===== config.mk =====
export PLATFORM = sky130hd
export DESIGN_NAME = clk_div_cfg_ctrl
export DESIGN_NICKNAME = d
export VERILOG_FILES = /design/src/rtl/clk_div_cfg_ctrl_pkg.sv /design/src/rtl/clk_div_cfg_ctrl_rr_arb2.sv /design/src/rtl/clk_div_cfg_ctrl.sv
export SDC_FILE = /design/constraint.sdc
export NUM_CORES = 1
export LEC_CHECK = 0
export CAP_MARGIN = 10
export CORE_UTILIZATION = 30
export DETAILED_ROUTE_END_ITERATION = 10
export SLEW_MARGIN = 20
export SYNTH_ARGS = -nofsm -noshare
export SYNTH_HDL_FRONTEND = slang
export SYNTH_SLANG_ARGS = --single-unit

===== constraint.sdc =====
create_clock -name i_ref_clk -period 3.7 [get_ports i_ref_clk]
set_clock_uncertainty 0.15 [all_clocks]
set_input_delay 0.37 -clock i_ref_clk [delete_from_list [all_inputs] [get_ports i_ref_clk]]
set_output_delay 0.37 -clock i_ref_clk [all_outputs]
set_load 0.05 [all_outputs]

===== src/rtl/clk_div_cfg_ctrl_pkg.sv =====
// Shared types and constants for the clock-divider configuration controller.
// State encoding, requester indices and the minimum settle time live here.
package clk_div_cfg_ctrl_pkg;

    typedef enum logic [2:0] {
        ST_BOOT   = 3'd0,
        ST_IDLE   = 3'd1,
        ST_GATE   = 3'd2,
        ST_LOAD   = 3'd3,
        ST_SETTLE = 3'd4,
        ST_ACK    = 3'd5
    } state_t;

    localparam int REQ_A      = 0;
    localparam int REQ_B      = 1;
    localparam int MIN_SETTLE = 2;

endpackage


===== src/rtl/clk_div_cfg_ctrl_rr_arb2.sv =====
// Two-input round-robin arbiter: combinational one-hot grant, registered pointer.
// The pointer only moves when both inputs contend, so a lone requester never steals the next turn.
module rr_arb2
    import clk_div_cfg_ctrl_pkg::*;
(
    input  logic       clk,
    input  logic       rst_n,
    input  logic [1:0] req,
    input  logic       update,
    output logic [1:0] grant
);

    logic favour_b;

    always_comb begin
        grant = req;
        if (req == 2'b11) begin
            grant = favour_b ? 2'b10 : 2'b01;
        end
    end

    always_ff @(posedge clk or negedge rst_n) begin
        if (!rst_n) begin
            favour_b <= 1'b0;
        end else if (update && (req == 2'b11)) begin
            favour_b <= grant[REQ_A];
        end
    end

endmodule


===== src/rtl/clk_div_cfg_ctrl.sv =====
// Owns the divider enable/ratio; arbitrates two requesters and sequences each ratio
// change as gate -> drain -> load -> settle -> acknowledge.
//
// state  | meaning
// BOOT   | first cycle after reset, enables the divider at DEFAULT_RATIO
// IDLE   | arbitrate pending requests, choose fast or normal path
// GATE   | enable low, drain old clock for DRAIN_CYC cycles
// LOAD   | new ratio present, re-enable divider, arm settle counter
// SETTLE | wait for the new clock to settle
// ACK    | one-cycle ack pulse to the granted requester
module clk_div_cfg_ctrl
    import clk_div_cfg_ctrl_pkg::*;
#(
    parameter int               WIDTH         = 8,
    parameter logic [WIDTH-1:0] DEFAULT_RATIO = 8'd32,
    parameter int               DRAIN_CYC     = 2
) (
    input  logic             i_ref_clk,
    input  logic             i_rst_n,
    input  logic [1:0]       i_req,
    input  logic [WIDTH-1:0] i_ratio_a,
    input  logic [WIDTH-1:0] i_ratio_b,
    output logic [1:0]       o_ack,
    output logic             o_clk_en,
    output logic [WIDTH-1:0] o_div_ratio,
    output logic             o_busy
);

    state_t           state_q, state_d;
    logic             clk_en_q, clk_en_d;
    logic [WIDTH-1:0] ratio_q, ratio_d;
    logic [WIDTH-1:0] cap_q, cap_d;
    logic [1:0]       ack_q, ack_d;
    logic             busy_q, busy_d;
    logic             gnt_b_q, gnt_b_d;
    logic [3:0]       drain_q, drain_d;
    logic [WIDTH:0]   settle_q, settle_d;

    logic [1:0]       grant;
    logic             arb_update;
    logic [WIDTH-1:0] gnt_ratio;
    logic [WIDTH:0]   settle_len;

    assign arb_update = (state_q == ST_IDLE) && (i_req != 2'b00);
    assign gnt_ratio  = grant[REQ_B] ? i_ratio_b : i_ratio_a;

    // Ratios 0 and 1 bypass the divider but still get a minimum settle window.
    assign settle_len = (cap_q <= WIDTH'(1)) ? (WIDTH+1)'(MIN_SETTLE) : {cap_q, 1'b0};

    rr_arb2 u_arb (
        .clk    (i_ref_clk),
        .rst_n  (i_rst_n),
        .req    (i_req),
        .update (arb_update),
        .grant  (grant)
    );

    always_comb begin
        state_d  = state_q;
        clk_en_d = clk_en_q;
        ratio_d  = ratio_q;
        cap_d    = cap_q;
        ack_d    = 2'b00;
        gnt_b_d  = gnt_b_q;
        drain_d  = drain_q;
        settle_d = settle_q;

        case (state_q)
            ST_BOOT: begin
                clk_en_d = 1'b1;
                state_d  = ST_IDLE;
            end
            ST_IDLE: begin
                if (i_req != 2'b00) begin
                    cap_d   = gnt_ratio;
                    gnt_b_d = grant[REQ_B];
                    if ((gnt_ratio == ratio_q) && clk_en_q) begin
                        ack_d   = grant;
                        state_d = ST_ACK;
                    end else begin
                        clk_en_d = 1'b0;
                        drain_d  = 4'(DRAIN_CYC - 1);
                        state_d  = ST_GATE;
                    end
                end
            end
            ST_GATE: begin
                if (drain_q == 4'd0) begin
                    ratio_d = cap_q;
                    state_d = ST_LOAD;
                end else begin
                    drain_d = drain_q - 4'd1;
                end
            end
            ST_LOAD: begin
                clk_en_d = 1'b1;
                settle_d = settle_len - (WIDTH+1)'(1);
                state_d  = ST_SETTLE;
            end
            ST_SETTLE: begin
                if (settle_q == '0) begin
                    ack_d[gnt_b_q] = 1'b1;
                    state_d        = ST_ACK;
                end else begin
                    settle_d = settle_q - (WIDTH+1)'(1);
                end
            end
            ST_ACK: begin
                state_d = ST_IDLE;
            end
            default: begin
                state_d = ST_BOOT;
            end
        endcase

        busy_d = (state_d != ST_IDLE);
    end

    always_ff @(posedge i_ref_clk or negedge i_rst_n) begin
        if (!i_rst_n) begin
            state_q  <= ST_BOOT;
            clk_en_q <= 1'b0;
            ratio_q  <= DEFAULT_RATIO;
            cap_q    <= DEFAULT_RATIO;
            ack_q    <= 2'b00;
            busy_q   <= 1'b1;
            gnt_b_q  <= 1'b0;
            drain_q  <= 4'd0;
            settle_q <= '0;
        end else begin
            state_q  <= state_d;
            clk_en_q <= clk_en_d;
            ratio_q  <= ratio_d;
            cap_q    <= cap_d;
            ack_q    <= ack_d;
            busy_q   <= busy_d;
            gnt_b_q  <= gnt_b_d;
            drain_q  <= drain_d;
            settle_q <= settle_d;
        end
    end

    assign o_ack       = ack_q;
    assign o_clk_en    = clk_en_q;
    assign o_div_ratio = ratio_q;
    assign o_busy      = busy_q;

endmodule

==> metrics.csv <==
stage,metric,value,unit
yosys,syn_inst,263,
worst_setup_path,critPathLaunchType,input port,
worst_setup_path,cpLargestDelayFamily,compound AO/OA/AOI/OAI gates,
worst_setup_path,worstPathCellList,clkdlybuf4s50_1 -> o21a_1 -> mux2i_1 -> a211o_1 -> or4_4 -> a31oi_2 -> a311oi_2,
sta,slew_viol_final,0,
worst_setup_path,critPathCaptureType,flop,
finish,regArea,955,sq um
detailed_routing,ant_nets,0,
power,ir_worst_vdd,0.374,mV
worst_setup_path,crit_fanout,10,
floorplan,row_count,31,
worst_setup_path,worst-path-stages,7,
sta,fmax,0.370,GHz
placed_design,place.detailed.hpwl,4270,um
global_route,antenna_found_initial,0,
yosys,async_reset_ff_share,100,%
finish,finalNonFillerCells,390,
finish,multi_input_area,1260,sq um
finish,final_layout_size_suffix_gt1_share,10.3,%
detailed_routing,met3_length,224,um
finish,area_growth,21.5,%
finish,diodes,0,
yosys,synth_edf_count,0,
detailed_routing,num_vias,2024,
clock_network,cts_hold_buf,0,
yosys,avgSynthCellArea,8.91,sq um
floorplan,core-area,7410,sq um
worst_setup_path,worstSetupPathType,in -> reg,
sta,tightest_slew,0.828,ns
detailed_routing,wl_met1,2730,um
clock_network,postCtsSetupRepairBufs,0,
run_status,outcome,"finished, final reports clean",
finish,final_common_cell,dfrtp_1,
placed_design,io_buffers,31,
yosys,yosysUniqueCellTypes,52,
clock_network,h-tree-depth,2,
clock_network,worstSkewPairLatency,0.29,ns
yosys,ys_seq_elements,38,
yosys,synth_warnings,0,
yosys,synth_ff_type,dfrtp_1,
detailed_routing,drt-total-wl,5740,um
power,power_density,869,nW/um^2
floorplan,die_area,8160,sq um
clock_network,cts_root_buffer,clkbuf_8,
floorplan,start_util,31.6,%
detailed_routing,met2_length,2720,um
detailed_routing,first_pass_iters,4,
sta,relSlewSlack,44.8,%
detailed_routing,topRoutingLayerUsed,met4,
yosys,seq_area_frac_synth,40.8,%
placed_design,placed_cells,383,
floorplan,dieWidth,90.4,um
sta,finalSetupViolCount,0,
floorplan,die_h,90.4,um
worst_setup_path,worst_ep_arrival_time,2.71,ns
sta,finalHoldViolCount,0,
global_route,grt_max_degree,39,
worst_setup_path,critPathMaxStageDelay,0.59,ns
worst_setup_path,ff2ff_path_depth,8,
placed_design,routabilityCongestion,0.834,
detailed_routing,detail_route.iter0.violations,114,
worst_setup_path,crit_buf_inv,1,
clock_network,cts_tree,done,
detailed_routing,wl_per_cell,14.7,um
global_route,grt_usage,14.7,%
clock_network,clk_pin_slew,0.08,ns
floorplan,num_io_pins,32,
worst_setup_path,required,3.71,ns
sta,grt_setup_unrepaired,no,
global_route,grt_pass1_wl,9780,um
worst_hold_path,min_path_type,in -> async,
power,leakagePower,0.00118,uW
clock_network,cts_buffer_depth,2,
sta,fin_crit_sh,73.1,%
yosys,synth_area,2340,sq um
clock_network,cts-buffers-inserted,5,
worst_setup_path,crit_slowest_cell,clkdlybuf4s50_1,
sta,setup_slack,0.994,ns
placed_design,pre_cts_slack,0.671,ns
global_route,grt_pass1_vias,2015,
sta,finalCriticalPeriod,2.71,ns
yosys,syn_nets,286,
finish,fin_nets,314,
clock_network,cts_sinks,38,
detailed_routing,drc,0,
sta,finalSetupTns,0,ns
clock_network,post_cts_resized,0,
finish,layout_common_cells,"dfrtp_1, nor2_1, clkdlybuf4s50_1, nand2_1, a21oi_1",
detailed_routing,vias_per_cell,5.19,
flow_run,cap_viol_max_count,0,
finish,fillCellCount,761,
global_route,overflow,0,
## final cells by class
class / instances / area share [%]
multi-input combinational: 196 / 44.4
clock buffer: 6 / 2.90
timing repair buffer: 35 / 11.8
tap: 99 / 4.35
clock inverter: 1 / 1.05
inverter: 15 / 1.98
sequential: 38 / 33.5
## logic make-up after synthesis
family | synth area share [%]
multiplexers | 9.40
XOR/XNOR | 2.99
flip-flops | 40.8
AND/OR/NAND/NOR | 18.1
buffers and inverters | 5.29
AO/OA/AOI/OAI | 21.9
adder cells (fa/ha/maj) | 1.60
## flip-flops by register name (all words and copies together) (netlist names)
signal / flops
state_q: 3
o_clk_en: 1
cap_q: 8
o_ack: 2
o_div_ratio: 8
settle_q: 9
gnt_b_q: 1
o_busy: 1
drain_q: 4
u_arb.favour_b: 1
## path summary, 6_finish.rpt
path / start / endpoint / slack [ns]
max: i_req[1] / drain_q[3] / 0.99
min: i_rst_n / o_div_ratio[4] / 0.02
max reg2reg: state_q[1] / settle_q[8] / 1.13
min reg2reg: gnt_b_q / o_ack[0] / 0.36
max in group asynchronous: i_rst_n / settle_q[3] / 2.86
min in group i_ref_clk: gnt_b_q / o_ack[0] / 0.36
## stage by stage
stage	total power, uW	hold slack (ns)	utilization (%)	area, sq um
after floorplan	1760	-0.0756	-	2340
after CTS	2490	0.0566	38.4	2850
after detailed placement	2120	0.350	36.9	2730
final	2470	0.0163	38.4	2850
after global routing	2670	0.101	38.4	2850
after global placement	2090	0.340	36.9	2730
## Yosys cell counts, drive strengths merged, types with 2 or more instances
cell type | n | area, sq um
inv | 15 | 56.3
buf | 6 | 37.5
o31ai | 4 | 30.0
nand2 | 23 | 86.3
mux2i | 13 | 130
nor2 | 31 | 116
o21a | 7 | 52.6
ha | 3 | 37.5
a221oi | 2 | 17.5
dfstp | 3 | 78.8
nand3 | 3 | 15.0
nor2b | 4 | 25.0
mux2 | 8 | 90.1
a211oi | 2 | 15.0
a211o | 2 | 17.5
or2 | 2 | 12.5
xor2 | 5 | 43.8
nand2b | 2 | 12.5
o2bb2ai | 2 | 17.5
or3 | 2 | 12.5
o22ai | 3 | 18.8
o2111ai | 3 | 26.3
nor3 | 11 | 55.1
o21ai | 21 | 105
a21oi | 16 | 80.1
nor3b | 2 | 20.0
nor4 | 5 | 31.3
dfrtp | 35 | 876
a2111oi | 2 | 17.5
xnor2 | 3 | 26.3
clkbuf | 8 | 30.0
## where the power goes
| part | total, uW | switching, uW | internal, uW |
|---|---|---|---|
| sequential | 889 | 273 | 615 |
| clock | 365 | 149 | 216 |
| combinational | 1220 | 706 | 514 |
## metal layers
layer | GRT usage, % | vias up
met3 | 2.69 | 5
met1 | 19.8 | 986
met2 | 24.3 | 37
met4 | 4.03 | 0
li1 | - | 996
met5 | 0 | -
(Power assumes the default switching activity.)
==> patch 1 (same settings) <==
The parameter `WIDTH` goes from 8 to 12.
--- a/src/rtl/clk_div_cfg_ctrl.sv
+++ b/src/rtl/clk_div_cfg_ctrl.sv
@@ -13,3 +13,3 @@
 #(
-    parameter int               WIDTH         = 8,
+    parameter int               WIDTH         = 12,
     parameter logic [WIDTH-1:0] DEFAULT_RATIO = 8'd32,
Interface: changed (resized i_ratio_a, i_ratio_b and o_div_ratio); port bits go from 32 to 44. The function was not compared with the original's and may differ.
==> patch 1 against the original RTL <==
- final area is 31% higher
- wire length is 41% higher
- sequential cell count increased by 12
- power increased by 25%
- die area rose by 30%
- setup slack improved by 0.18 ns
- synthesized area up 31%
- core utilization down 0.54 points
- synthesized cell count is 31% higher
==> patch 1: results (changes against the original RTL) <==
[routing]
drt-initial-drc-count = 157  ; +38%
wl_met3_um = 372  ; +66%
wire_per_inst_um = 15.6  ; +5.7%
drt-met1-wl_um = 3760  ; +38%
via_per_inst = 5.27  ; +1.6%

[global_routing]
grt_pass1_vias = 2765  ; +37%
grt_usage = 0.164  ; +0.0167
grt_first_pass_wirelength_um = 13500  ; +38%
grt_use_met2 = 0.268  ; +0.0247
grt_util_met1 = 0.220  ; +0.0219
grt_max_degree = 28  ; -28%
grtUsageMet3 = 0.0271  ; +0.000183

[synthesis]
synth_commonest_cells = dfrtp_1 (47), nand2_1 (47), nor2_1 (40)
syn_nets = 374  ; +31%
synth_compound_area_frac = 0.221  ; +0.00239
synth-xor-area-share = 0.0515  ; +0.0216
synthMuxAreaShare = 0.0535  ; -0.0405
synthCells = 345  ; +31%
synth_adder_area_share = 0.00408  ; -0.0119
yosysSeqAreaShare = 0.410  ; +0.00214
synth_cell_types = 62  ; +19%
yosys-top-cells-area = dfrtp_1 (38%), nand2_1 (5.8%), nor2_1 (4.9%)

[placement]
dp_hpwl_um = 6170  ; +44%
numPortBuffers = 43  ; +39%

[finish]
largest_register_ffs = 13  ; +4
n_clock_buffer = 5  ; -1
buffers = 48  ; +37%
buffer_area_frac = 0.125  ; +0.00732
comb.multi_input.count = 267  ; +36%
drive_above_1_share = 0.121  ; +0.0184
sh_seq_area = 0.337  ; +0.00198
inv_count = 14  ; -1
fillerInstances = 1019  ; +34%
clk_share = 0.0242  ; -0.0153
fin_nets = 415  ; +32%

[clocking]
insertion_delay_ns = 0.31  ; +0.02 ns

[setup_path]
r2r_setup_slack_ns = 1.27  ; +0.14 ns
reg2regPathDepth = 6  ; -2
arrival_ns = 2.61  ; -0.10 ns
slowest_delay_ns = 0.72  ; +0.13 ns
worstPathMaxFanout = 12  ; +2
r2r_end = settle_q[10]

[timing]
slew_headroom = 0.461  ; +0.0129

[power]
pg_seq_mw = 1.18  ; +33%
p_sw_frac = 0.488  ; +0.0323
ir_drop_mv = 0.380  ; +1.6%
p_leak_nw = 1.42  ; +20%

[status]
status = complete, no violations

[hold_path]
hp-class = flip-flop to flip-flop

patch 1: cell types whose count changed after synthesis, moves of 8 or more:
cell	before	now
nor2_1	31	40
a31oi_1	0	16
dfrtp_1	35	47
nand2_1	23	47
mux2i_1	13	4
a21oi_1	16	29
xnor2_1	3	11
patch 1: through the flow:
step	hold WS (ns)	instances	power, mW	cell area (sq um)	setup slack, ns
after floorplan	-0.0756	345	2.27	3060	1.60
after global placement	0.255	511	2.74	3620	0.981
after detailed placement	0.264	511	2.77	3620	0.892
after CTS	0.369	520	3.10	3720	1.19
after global routing	0.404	520	3.32	3720	1.05
final	0.364	520	3.09	3720	1.17
patch 1: cell families after synthesis:
logic type               Yosys count
AND/OR/NAND/NOR                  135
flip-flops                        50
XOR/XNOR                          18
buffers and inverters             28
adder cells (fa/ha/maj)            1
multiplexers                      15
AO/OA/AOI/OAI                     98
patch 1: what timing repair did:
action / CTS / global route
endpoints found under the hold margin: 23 / 0
hold buffers: 1 / 0
endpoints found under the setup margin: 0 / 0
setup buffers: 0 / 0
==> patch 2 (same flow settings) <==
Made on the original files. Re-encode `state_t` (6 states) as one-hot, 6 bits wide.
--- a/src/rtl/clk_div_cfg_ctrl_pkg.sv
+++ b/src/rtl/clk_div_cfg_ctrl_pkg.sv
@@ -4,9 +4,9 @@
 
-    typedef enum logic [2:0] {
-        ST_BOOT   = 3'd0,
-        ST_IDLE   = 3'd1,
-        ST_GATE   = 3'd2,
-        ST_LOAD   = 3'd3,
-        ST_SETTLE = 3'd4,
-        ST_ACK    = 3'd5
+    typedef enum logic [5:0] {
+        ST_BOOT   = 6'b000001,
+        ST_IDLE   = 6'b000010,
+        ST_GATE   = 6'b000100,
+        ST_LOAD   = 6'b001000,
+        ST_SETTLE = 6'b010000,
+        ST_ACK    = 6'b100000
     } state_t;
Behaviour: same outputs for any inputs over 10 cycles, from zero or initial values and one cycle with i_rst_n low; not proved beyond that.
==> patch 2 against the original RTL <==
- global-route usage fell by 0.51 points
- power is 23% lower
- sequential cell count up 3
- non-clock buffer count down 2
- synthesized area is 4.4% higher
- wire length down 0.94%
- via count decreased by 1.6%
- clock power fell by 15%
- final area up 2.6%
- first-iteration DRC count decreased by 13%
- combinational power fell by 33%
- sequential share of layout area up 1.8 points
- setup slack improved by 0.10 ns
==> patch 2: results (changes against the original RTL) <==
[power]
p_sw_frac = 0.429  ; -0.0268
p_leak_nw = 1.20  ; +1.9%
ir_drop_mv = 0.314  ; -16%

[hold_path]
hp-class = input pin to async pin

[clocking]
cts_buffer_depth = 2  ; unchanged
cts_root_buf = clkbuf_8
cts_max_level = 2  ; unchanged
post_cts_resized = 0  ; unchanged
insertion_delay_ns = 0.29  ; about the same
clk_pin_slew_ns = 0.08  ; about the same

[placement]
pre_cts_slack_ns = 0.808  ; +0.137 ns
dp_hpwl_um = 4280  ; +0.26%
dp.cells = 388  ; +1.3%
finalWeightedCongestion = 0.771  ; -7.6%
place_area_sq_um = 2830  ; +3.4%

[synthesis]
synth_warnings = 0  ; unchanged
synth_cell_types = 53  ; +1.9%
synthCells = 265  ; +0.76%
synth_ff_type = dfrtp_1
yosys-top-cells-area = dfrtp_1 (38%), nor2_1 (4.5%), dfstp_2 (4.3%)
synth_commonest_cells = dfrtp_1 (37), nor2_1 (29), nand2_1 (22)
yosysSeqAreaShare = 0.422  ; +0.0141
syn_nets = 288  ; +0.70%

[setup_path]
reg2regPathDepth = 10  ; +2
cp_top_family = simple AND/OR/NAND/NOR gates
r2r_setup_slack_ns = 1.10  ; -0.03 ns
worstPathMaxFanout = 11  ; +1
arrival_ns = 2.64  ; -0.07 ns
slowest_delay_ns = 0.47  ; -0.12 ns
r2r-start = state_q[0]

[routing]
ant_nets = 0  ; unchanged
drt_wl_total_um = 5690  ; -0.94%
via_per_inst = 5.03  ; -3.1%
wl_met3_um = 188  ; -16%
drt-met1-wl_um = 2740  ; +0.44%
dr_wl_met2_um = 2680  ; -1.4%
drt-initial-drc-count = 99  ; -13%

[finish]
largest_register_ffs = 9  ; unchanged
fin_nets = 316  ; +0.64%
drive_above_1_share = 0.112  ; +0.00915
insertedDiodeCount = 0  ; unchanged
fin_cells = 396  ; +1.5%

[global_routing]
grt_max_degree = 42  ; +7.7%
grt_first_pass_wirelength_um = 9550  ; -2.4%
antenna_found_initial = 0  ; unchanged
grt_usage = 0.142  ; -0.00510
grt_pass1_vias = 1894  ; -6.0%

[status]
status = complete, no violations

[timing]
fin_hold_ws_ns = 0.0459  ; +0.0296 ns
tightestPinTransition_ns = 0.915  ; +0.0867 ns

[patch 2: layer usage]
metal	up-vias	GRT usage
met4	0	0.0508
li1	1009	-
met1	939	0.195
met2	38	0.223
met3	6	0.0265
met5	-	0
[patch 2: how the worst max path moves through the flow]
stage	start	end	slack (ns)	cells past startpoint
finish	i_req[0]	state_q[2]	1.10	7
global route	i_req[0]	state_q[2]	0.86	7
CTS	state_q[0]	settle_q[8]	1.10	10
detailed placement	i_req[0]	state_q[2]	0.81	7
global placement	i_req[0]	state_q[2]	0.84	7
floorplan	state_q[0]	settle_q[4]	0.99	11
[patch 2: logic make-up after synthesis]
| family | count (synthesis) | synth area share |
|---|---|---|
| buf+inv | 27 | 0.0502 |
| xor+xnor | 15 | 0.0537 |
| fa+ha+maj | 3 | 0.0154 |
| mux | 13 | 0.0573 |
| flops | 41 | 0.422 |
| compound gates | 72 | 0.207 |
| simple gates | 94 | 0.194 |
[patch 2: power by group through the flow]
| stage | registers, mW | clock network (mW) | logic, mW |
|---|---|---|---|
| 3_5_place_dp | 0.779 | 0 | 0.823 |
| 5_1_grt | 0.800 | 0.334 | 0.908 |
| 6_report | 0.770 | 0.310 | 0.822 |
| 4_1_cts | 0.771 | 0.325 | 0.827 |
| 3_3_place_gp | 0.777 | 0 | 0.813 |
| 2_1_floorplan | 0.857 | 0 | 0.492 |
[patch 2: area by class of cell]
| class | count | area, sq um |
|---|---|---|
| clock buffer | 7 | 86.3 |
| clock inverter | 1 | 7.51 |
| fill | 796 | 4890 |
| inverter | 15 | 56.3 |
| multi-input combinational | 197 | 1290 |
| sequential | 41 | 1030 |
| tap | 102 | 128 |
| timing repair buffer | 33 | 320 |
